[src/rtl/flash_read_arbiter.sv]
// Two-requester arbiter in front of a SPI NOR flash: issues READ (0x03) + 24-bit address
// and streams the requested bytes back to the owner, with a power-up hold-off and CS gap.
module flash_read_arbiter #(
    parameter int unsigned STARTUP_DELAY = 2700000,
    parameter int unsigned CS_GAP        = 4
) (
    input  logic        i_clk,
    input  logic        i_rst_n,
    input  logic [1:0]  i_req,
    input  logic [23:0] i_addr0,
    input  logic [23:0] i_addr1,
    input  logic [7:0]  i_len0,
    input  logic [7:0]  i_len1,
    input  logic        i_flashMISO,
    output logic        o_flashCLK,
    output logic        o_flashMOSI,
    output logic        o_flashCS,
    output logic [1:0]  o_gnt,
    output logic [7:0]  o_byte,
    output logic [1:0]  o_byteValid,
    output logic [1:0]  o_done,
    output logic        o_ready
);

    localparam int unsigned SW = (STARTUP_DELAY > 1) ? $clog2(STARTUP_DELAY) : 1;
    localparam int unsigned GW = (CS_GAP > 1) ? $clog2(CS_GAP) : 1;

    typedef enum logic [2:0] {
        ST_STARTUP,
        ST_IDLE,
        ST_CMD,
        ST_ADDR,
        ST_DATA,
        ST_GAP
    } state_t;

    state_t      state_q, state_d;
    logic [SW-1:0] start_cnt_q, start_cnt_d;
    logic [GW-1:0] gap_cnt_q, gap_cnt_d;
    logic        phase_q, phase_d;
    logic [4:0]  bit_cnt_q, bit_cnt_d;
    logic [31:0] tx_q, tx_d;
    logic [6:0]  rx_q, rx_d;
    logic [8:0]  byte_cnt_q, byte_cnt_d;
    logic        rr_q, rr_d;
    logic [1:0]  gnt_q, gnt_d;
    logic [7:0]  byte_q, byte_d;
    logic [1:0]  byte_valid_q, byte_valid_d;
    logic [1:0]  done_q, done_d;
    logic        ready_q, ready_d;
    logic        cs_q, cs_d;
    logic        sclk_q, sclk_d;
    logic        mosi_q, mosi_d;
    logic        pick;
    logic [7:0]  pick_len;

    always_comb begin
        state_d      = state_q;
        start_cnt_d  = start_cnt_q;
        gap_cnt_d    = gap_cnt_q;
        phase_d      = phase_q;
        bit_cnt_d    = bit_cnt_q;
        tx_d         = tx_q;
        rx_d         = rx_q;
        byte_cnt_d   = byte_cnt_q;
        rr_d         = rr_q;
        gnt_d        = gnt_q;
        byte_d       = byte_q;
        byte_valid_d = 2'b00;
        done_d       = 2'b00;
        ready_d      = ready_q;
        cs_d         = cs_q;
        sclk_d       = sclk_q;
        mosi_d       = mosi_q;
        // rr_q names the requester that wins a tie; it always points away from the last owner
        pick         = (i_req == 2'b11) ? rr_q : i_req[1];
        pick_len     = pick ? i_len1 : i_len0;

        case (state_q)
            ST_STARTUP: begin
                if (start_cnt_q == SW'(STARTUP_DELAY - 1)) begin
                    state_d = ST_IDLE;
                    ready_d = 1'b1;
                end else begin
                    start_cnt_d = start_cnt_q + SW'(1);
                end
            end
            ST_IDLE: begin
                if (|i_req) begin
                    gnt_d      = pick ? 2'b10 : 2'b01;
                    rr_d       = ~pick;
                    tx_d       = {8'h03, (pick ? i_addr1 : i_addr0)};
                    byte_cnt_d = (pick_len == 8'd0) ? 9'd256 : {1'b0, pick_len};
                    cs_d       = 1'b0;
                    sclk_d     = 1'b0;
                    mosi_d     = 1'b0;
                    phase_d    = 1'b0;
                    bit_cnt_d  = 5'd0;
                    state_d    = ST_CMD;
                end
            end
            ST_CMD, ST_ADDR, ST_DATA: begin
                if (!phase_q) begin
                    phase_d = 1'b1;
                    sclk_d  = 1'b1;
                end else begin
                    phase_d   = 1'b0;
                    sclk_d    = 1'b0;
                    bit_cnt_d = bit_cnt_q + 5'd1;
                    if (state_q != ST_DATA) begin
                        tx_d   = {tx_q[30:0], 1'b0};
                        mosi_d = tx_q[30];
                        if (state_q == ST_CMD && bit_cnt_q == 5'd7)
                            state_d = ST_ADDR;
                        if (state_q == ST_ADDR && bit_cnt_q == 5'd31) begin
                            state_d   = ST_DATA;
                            mosi_d    = 1'b0;
                            bit_cnt_d = 5'd0;
                        end
                    end else begin
                        rx_d = {rx_q[5:0], i_flashMISO};
                        if (bit_cnt_q[2:0] == 3'd7) begin
                            byte_d       = {rx_q, i_flashMISO};
                            byte_valid_d = gnt_q;
                            byte_cnt_d   = byte_cnt_q - 9'd1;
                            if (byte_cnt_q == 9'd1) begin
                                done_d    = gnt_q;
                                gnt_d     = 2'b00;
                                cs_d      = 1'b1;
                                gap_cnt_d = '0;
                                state_d   = ST_GAP;
                            end
                        end
                    end
                end
            end
            ST_GAP: begin
                if (gap_cnt_q == GW'(CS_GAP - 1))
                    state_d = ST_IDLE;
                else
                    gap_cnt_d = gap_cnt_q + GW'(1);
            end
            default: state_d = ST_STARTUP;
        endcase
    end

    always_ff @(posedge i_clk or negedge i_rst_n) begin
        if (!i_rst_n) begin
            state_q      <= ST_STARTUP;
            start_cnt_q  <= '0;
            gap_cnt_q    <= '0;
            phase_q      <= 1'b0;
            bit_cnt_q    <= 5'd0;
            tx_q         <= 32'd0;
            rx_q         <= 7'd0;
            byte_cnt_q   <= 9'd0;
            rr_q         <= 1'b0;
            gnt_q        <= 2'b00;
            byte_q       <= 8'd0;
            byte_valid_q <= 2'b00;
            done_q       <= 2'b00;
            ready_q      <= 1'b0;
            cs_q         <= 1'b1;
            sclk_q       <= 1'b0;
            mosi_q       <= 1'b0;
        end else begin
            state_q      <= state_d;
            start_cnt_q  <= start_cnt_d;
            gap_cnt_q    <= gap_cnt_d;
            phase_q      <= phase_d;
            bit_cnt_q    <= bit_cnt_d;
            tx_q         <= tx_d;
            rx_q         <= rx_d;
            byte_cnt_q   <= byte_cnt_d;
            rr_q         <= rr_d;
            gnt_q        <= gnt_d;
            byte_q       <= byte_d;
            byte_valid_q <= byte_valid_d;
            done_q       <= done_d;
            ready_q      <= ready_d;
            cs_q         <= cs_d;
            sclk_q       <= sclk_d;
            mosi_q       <= mosi_d;
        end
    end

    assign o_flashCLK  = sclk_q;
    assign o_flashMOSI = mosi_q;
    assign o_flashCS   = cs_q;
    assign o_gnt       = gnt_q;
    assign o_byte      = byte_q;
    assign o_byteValid = byte_valid_q;
    assign o_done      = done_q;
    assign o_ready     = ready_q;

endmodule

[config.mk]
export PLATFORM = sky130hd
export DESIGN_NAME = flash_read_arbiter
export DESIGN_NICKNAME = d
export VERILOG_FILES = /design/src/rtl/flash_read_arbiter.sv
export SDC_FILE = /design/constraint.sdc
export NUM_CORES = 1
export LEC_CHECK = 0
export CORE_ASPECT_RATIO = 1.75
export CORE_MARGIN = 2
export CORE_UTILIZATION = 53
export DETAILED_ROUTE_END_ITERATION = 7
export GPL_ROUTABILITY_DRIVEN = 0
export PLACE_DENSITY_LB_ADDON = 0.05
export SYNTH_ARGS = -nofsm -noshare
export SYNTH_HDL_FRONTEND = slang
export SYNTH_SLANG_ARGS = --single-unit
[constraint.sdc]
create_clock -name i_clk -period 2.8 [get_ports i_clk]
set_input_delay 0.56 -clock i_clk [delete_from_list [all_inputs] [get_ports i_clk]]
set_output_delay 0.56 -clock i_clk [all_outputs]
set_load 0.01 [all_outputs]
; After elaboration in Yosys (flattened, before gate mapping)
; Cells that the tools add are included.
[word_totals]
regBits = 98
input_bits = 69
out_inout_bits = 18
wordCells = 126
[op_classes]
addsub = 4
n_eq_ne = 25
muxes = 58
bitwise_logic = 3
reduce_logical = 20
[op_table]
columns = operator, count
row1 = 31-bit two-way mux, 3
row2 = 31-bit one-hot mux with 2 select lines, 1
row3 = 9-bit two-way mux, 5
row4 = 2-bit two-way mux, 16
row5 = 3-bit two-way mux, 9
row6 = 24-bit two-way mux, 1
row7 = 22-bit by 1-bit adder with 22-bit output (second input constant), 1
row8 = 22-bit equality test (second input constant), 1
row9 = 5-bit two-way mux, 4
row10 = 2-bit != test (second input constant), 9
row11 = 9-bit one-hot mux with 2 select lines, 1
row12 = 3-bit one-hot mux with 4 select lines, 1
row13 = 6-bit AND reduction, 2
row14 = 1-bit two-way mux, 10
row15 = 5-bit one-hot mux with 2 select lines, 1
row16 = 3-bit equality test (second input constant), 3
row17 = 9-bit by 1-bit equality test with 1-bit output (second input constant), 1
row18 = 3-bit != test (second input constant), 3
row19 = 9-bit by 1-bit subtractor with 9-bit output (second input constant), 1
row20 = 8-bit logical NOT, 1
row21 = 8-bit two-way mux, 1
row22 = 2-bit one-hot mux with 2 select lines, 2
row23 = 2-bit AND reduction, 4
row24 = 4-bit AND reduction, 2
row25 = other kinds (18), 27

; Depth between registers and ports, before layout
[logic_depth]
ltp_word = 7
mapped_depth = 8
mapped_depth_nobuf = 8

; Worst setup path before layout
; No wires, ideal clock.
[synth_path]
path_kind = input port to flip-flop
start = input i_req[1]
end = register tx_q[10]
setup_ps = 125
t_arrival_ps = 2228
required_ps = 2675
setup_slack_ps = 448
cell_stages = 6
path_buffers = 2
cell_sequence = clkbuf_1 -> nor2_1 -> or3_1 -> a21oi_1 -> clkbuf_1 -> mux2_2
[synth_via]
elab_chain_cells = 5
word_cells_on_any_way = 8
classes_between = eq/ne: 2 / mux: 4 / reduce/logical: 2
[synth_rtl]
columns = element, line
row1 = "start, declared", 9  ; input logic [1:0] i_req,
row2 = 2-bit equality test, 76  ; pick = (i_req == 2'b11) ? rr_q : i_req[1];
row3 = 1-bit two-way mux, 76
row4 = 24-bit two-way mux, 92  ; tx_d = {8'h03, (pick ? i_addr1 : i_addr0)};
row5 = 31-bit two-way mux, 89  ; if (|i_req) begin
row6 = 31-bit one-hot mux with 2 select lines, 79  ; case (state_q)
row7 = "end signal, assigned", 172  ; tx_q <= tx_d;
row8 = "end, declared", 42  ; logic [31:0] tx_q, tx_d;
; Several ways; a longest one is shown, not always the timed one. The select of a mux whose other input is x is not followed.
; A chain may end at the register's enable or synchronous reset.

; Worst setup path after layout
[layout_path]
start = register state_q[2]
end = register start_cnt_q[8]
[layout_via]
elab_chain_cells = 2
[layout_rtl]
columns = element, line
row1 = "start, declared", 37  ; state_t state_q, state_d;
row2 = "start signal, assigned", 167  ; state_q <= state_d;
row3 = 3-bit logical NOT, 79
row4 = 2-bit AND reduction (no line), -
row5 = "end signal, assigned", 168  ; start_cnt_q <= start_cnt_d;
row6 = "end, declared", 38  ; logic [SW-1:0] start_cnt_q, start_cnt_d;
; Every way passes these cells.

==> flow_metrics.py <==
metrics = {
    "layout": {
        "antenna_cells": 0,
        "fin_nets": 645,
        "final_layout_size_suffix_gt1_share_pct": 15.4,
        "final_cells": 695,
        "syn_to_final_growth_pct": 26.5,
        "post-route-cell-area_sq_um": 6410,
    },
    "drt": {
        "drt_iter0_drc": 142,
        "wl_um": 10900,
        "vias": 3878,
        "drc": 0,
        "ant_nets": 0,
        "vias_per_cell": 5.58,
        "drtPass1Iterations": 4,
        "wl_per_cell_um": 15.6,
    },
    "sta": {
        "worst_slew_pin_slew_ns": 1.06,
        "slew_headroom_pct": 29.0,
        "clock.fmax_ghz": 0.406,
        "setup_slack_ns": 0.337,
        "fin_setup_tns_ns": 0,
        "post-route-period-util_pct": 88.0,
        "period_needed_ns": 2.46,
        "finalHoldViolCount": 0,
        "fin_hold_ws_ns": 0.145,
        "drv_slew": 0,
        "rsz0062_at_grt": "false",
        "finalSetupViolations": 0,
        "skew_ns": 0.00724,
    },
    "clock_tree": {
        "holdBufCountCts": 0,
        "clk_latency_ns": 0.33,
        "path_clk_slew_ns": 0.07,
        "numCtsBuffers": 9,
        "postCtsSetupRepairBufs": 0,
        "cts_resized": 0,
        "cts_tree": "yes",
        "cts.path.max_buffers": 2,
        "cts_sinks": 98,
        "cts_max_level": 3,
        "cts_root_buf": "clkbuf_16",
    },
    "yosys": {
        "ys_seq_elements": 98,
        "ys_types": 59,
        "syn_area_per_cell_sq_um": 10.4,
        "muxShareOfSynthArea_pct": 15.5,
        "synth_edf_count": 0,
        "synth_compound_area_share_pct": 11.5,
        "synth_fa_ha_area_share_pct": 1.73,
        "synth_top_family_by_area": "simple AND/OR/NAND/NOR gates",
        "synth-async-reset-ratio_pct": 100,
        "synth-simple-area-share_pct": 16.2,
        "ys_warn_count": 0,
        "syn_area_sq_um": 5070,
        "synth_fp_nets": 562,
        "syn-instance-count": 486,
        "ys.flop_type": "dfrtp_1",
        "synth_xor_area_share_pct": 3.63,
        "ys_seq_area_share_pct": 48.4,
    },
    "placed_design": {
        "port_buffers": 86,
        "place_area_sq_um": 6130,
        "preCtsSetupSlack_ns": 0.228,
        "dp_hpwl_um": 7860,
        "place_inst": 680,
    },
    "floorplan": {
        "pin_count": 87,
        "fp.dieArea_sq_um": 10400,
        "num_rows": 47,
        "coreArea_sq_um": 9410,
        "die_h_um": 133,
        "start_util_pct": 53.8,
        "dieWidth_um": 77.9,
    },
    "setup_path": {
        "path_cells": "nor3_1, nand2_1, a211oi_1, nand3_1, xnor2_1",
        "cpMaxStageDelayCell": "a211oi_1",
        "cpPeakStageDelay_ns": 0.88,
        "endpoint_kind": "register",
        "crit_required_ns": 3.02,
        "critPathMaxFanout": 17,
        "cp-start-kind": "register",
        "crit_type": "register to register",
        "critPathArrivalTime_ns": 2.68,
    },
    "grt": {
        "grt_pass1_vias": 4033,
        "grt_remaining_overflow": 0,
        "grt_pass1_wl_um": 18500,
        "antenna_found_initial": 0,
        "grt_usage_pct": 22.2,
        "grt_max_degree": 71,
    },
    "pwr": {
        "vdd.ir_drop.worst_v": 0.000437,
        "power_density_nw_per_um2": 737,
        "leakage_nw": 2.86,
    },
    "hold_path": {
        "hp-class": "input pin to asynchronous set/reset pin",
    },
    "job": {
        "maxCapViolations": 0,
    },
    "status": {
        "status": "completed",
    },
}
==> kinds of logic after synthesis <==
group | Yosys count
AOI/OAI and AO/OA | 91
adders and majority gates | 7
and+or+nand+nor | 155
xor gates and xnor gates | 21
muxes | 73
DFF | 98
buffers and inverters | 41
==> critical path: cells and delay by family (launching register included) <==
kind | cells | cell delay, ns
XOR/XNOR | 1 | 0.18
AO/OA/AOI/OAI | 1 | 0.88
flip-flops | 1 | 0.56
AND/OR/NAND/NOR | 3 | 0.72
==> layer usage <==
metal	vias to the layer above	share of wire, %	global-route usage, %
met1	1906	39	24.9
met4	0	1.6	8.28
met5	-	0	0
li1	1905	-	-
met2	55	57	41.2
met3	12	2.6	4.27
==> cells in the final DEF (no fill, tap or decap), drive strengths merged, types with 10 or more instances in the layout <==
cell and instances:
mux2i 28, inv 19, dfrtp 97, xnor2 15
o21ai 45, buf 10, nand3 21, clkbuf 11
a21oi 12, nand2 54, clkdlybuf4s50 85, nor2 22
mux2 45
==> synthesized netlist by cell type (2+ instances only) <==
master / number / share of area (%)
dfrtp_1: 97 / 48
nand2_1: 54 / 4.0
mux2_2: 45 / 10
o21ai_0: 45 / 4.4
mux2i_1: 28 / 5.5
nor2_1: 22 / 1.6
clkbuf_1: 21 / 1.6
nand3_1: 21 / 2.1
inv_1: 18 / 1.3
xnor2_1: 15 / 2.6
a21oi_1: 12 / 1.2
ha_1: 7 / 1.7
nor3_1: 7 / 0.69
nand2b_1: 6 / 0.74
nand4_1: 6 / 0.74
nor4_1: 6 / 0.74
xor2_1: 6 / 1.0
a22o_1: 5 / 0.86
and3_1: 4 / 0.49
a31oi_1: 3 / 0.37
and2_1: 3 / 0.37
and4_1: 3 / 0.52
nor2b_1: 3 / 0.37
o211ai_1: 3 / 0.44
o22ai_1: 3 / 0.37
a21boi_0: 2 / 0.30
a21o_1: 2 / 0.30
buf_1: 2 / 0.15
nand4b_1: 2 / 0.35
nor4bb_1: 2 / 0.40
o22a_1: 2 / 0.35
or2_2: 2 / 0.25
or3b_2: 2 / 0.35
or4b_2: 2 / 0.40
==> power breakdown <==
group	switching [mW]	total [mW]	internal (mW)
clock network	0.498	1.14	0.646
registers	0.319	2.14	1.82
logic	0.652	1.44	0.789
==> metrics by stage <==
| step | util [%] | power (mW) |
|---|---|---|
| floorplan | - | 3.05 |
| global placement | 65.2 | 3.53 |
| detailed placement | 65.2 | 3.61 |
| CTS | 68.1 | 4.78 |
| global route | 68.1 | 5.05 |
| finish | 68.1 | 4.73 |
==> flip-flops by register name, summed over array words and instances, names as in the netlist, 2 cells and up <==
register     cells
tx_q            31
start_cnt_q     22
byte_cnt_q       9
o_byte           8
rx_q             7
bit_cnt_q        5
state_q          3
gap_cnt_q        2
o_byteValid      2
o_done           2
o_gnt            2
==> area by class of cell <==
class                   instances  area, sq um
well taps                     122          153
flip-flops and latches         98         2450
clock buffers                  11          253
inverters                      18         67.6
multi-input cells             347         2480
clock inverters                 4         26.3
repair buffers                 95          976
fillers                       764         3000
==> path summary, 6_finish.rpt <==
path	startpoint	end	slack (ns)	depth (start not counted)
setup / recovery	state_q[2]	start_cnt_q[8]	0.34	5
hold / removal	i_rst_n	tx_q[20]	0.14	1
setup reg to reg	state_q[2]	start_cnt_q[8]	0.34	5
hold reg to reg	o_flashCS	o_flashCS	0.47	2
max in group asynchronous	i_rst_n	o_flashCS	1.94	2
min in group i_clk	o_flashCS	o_flashCS	0.47	2
(Power assumes the default switching activity.)
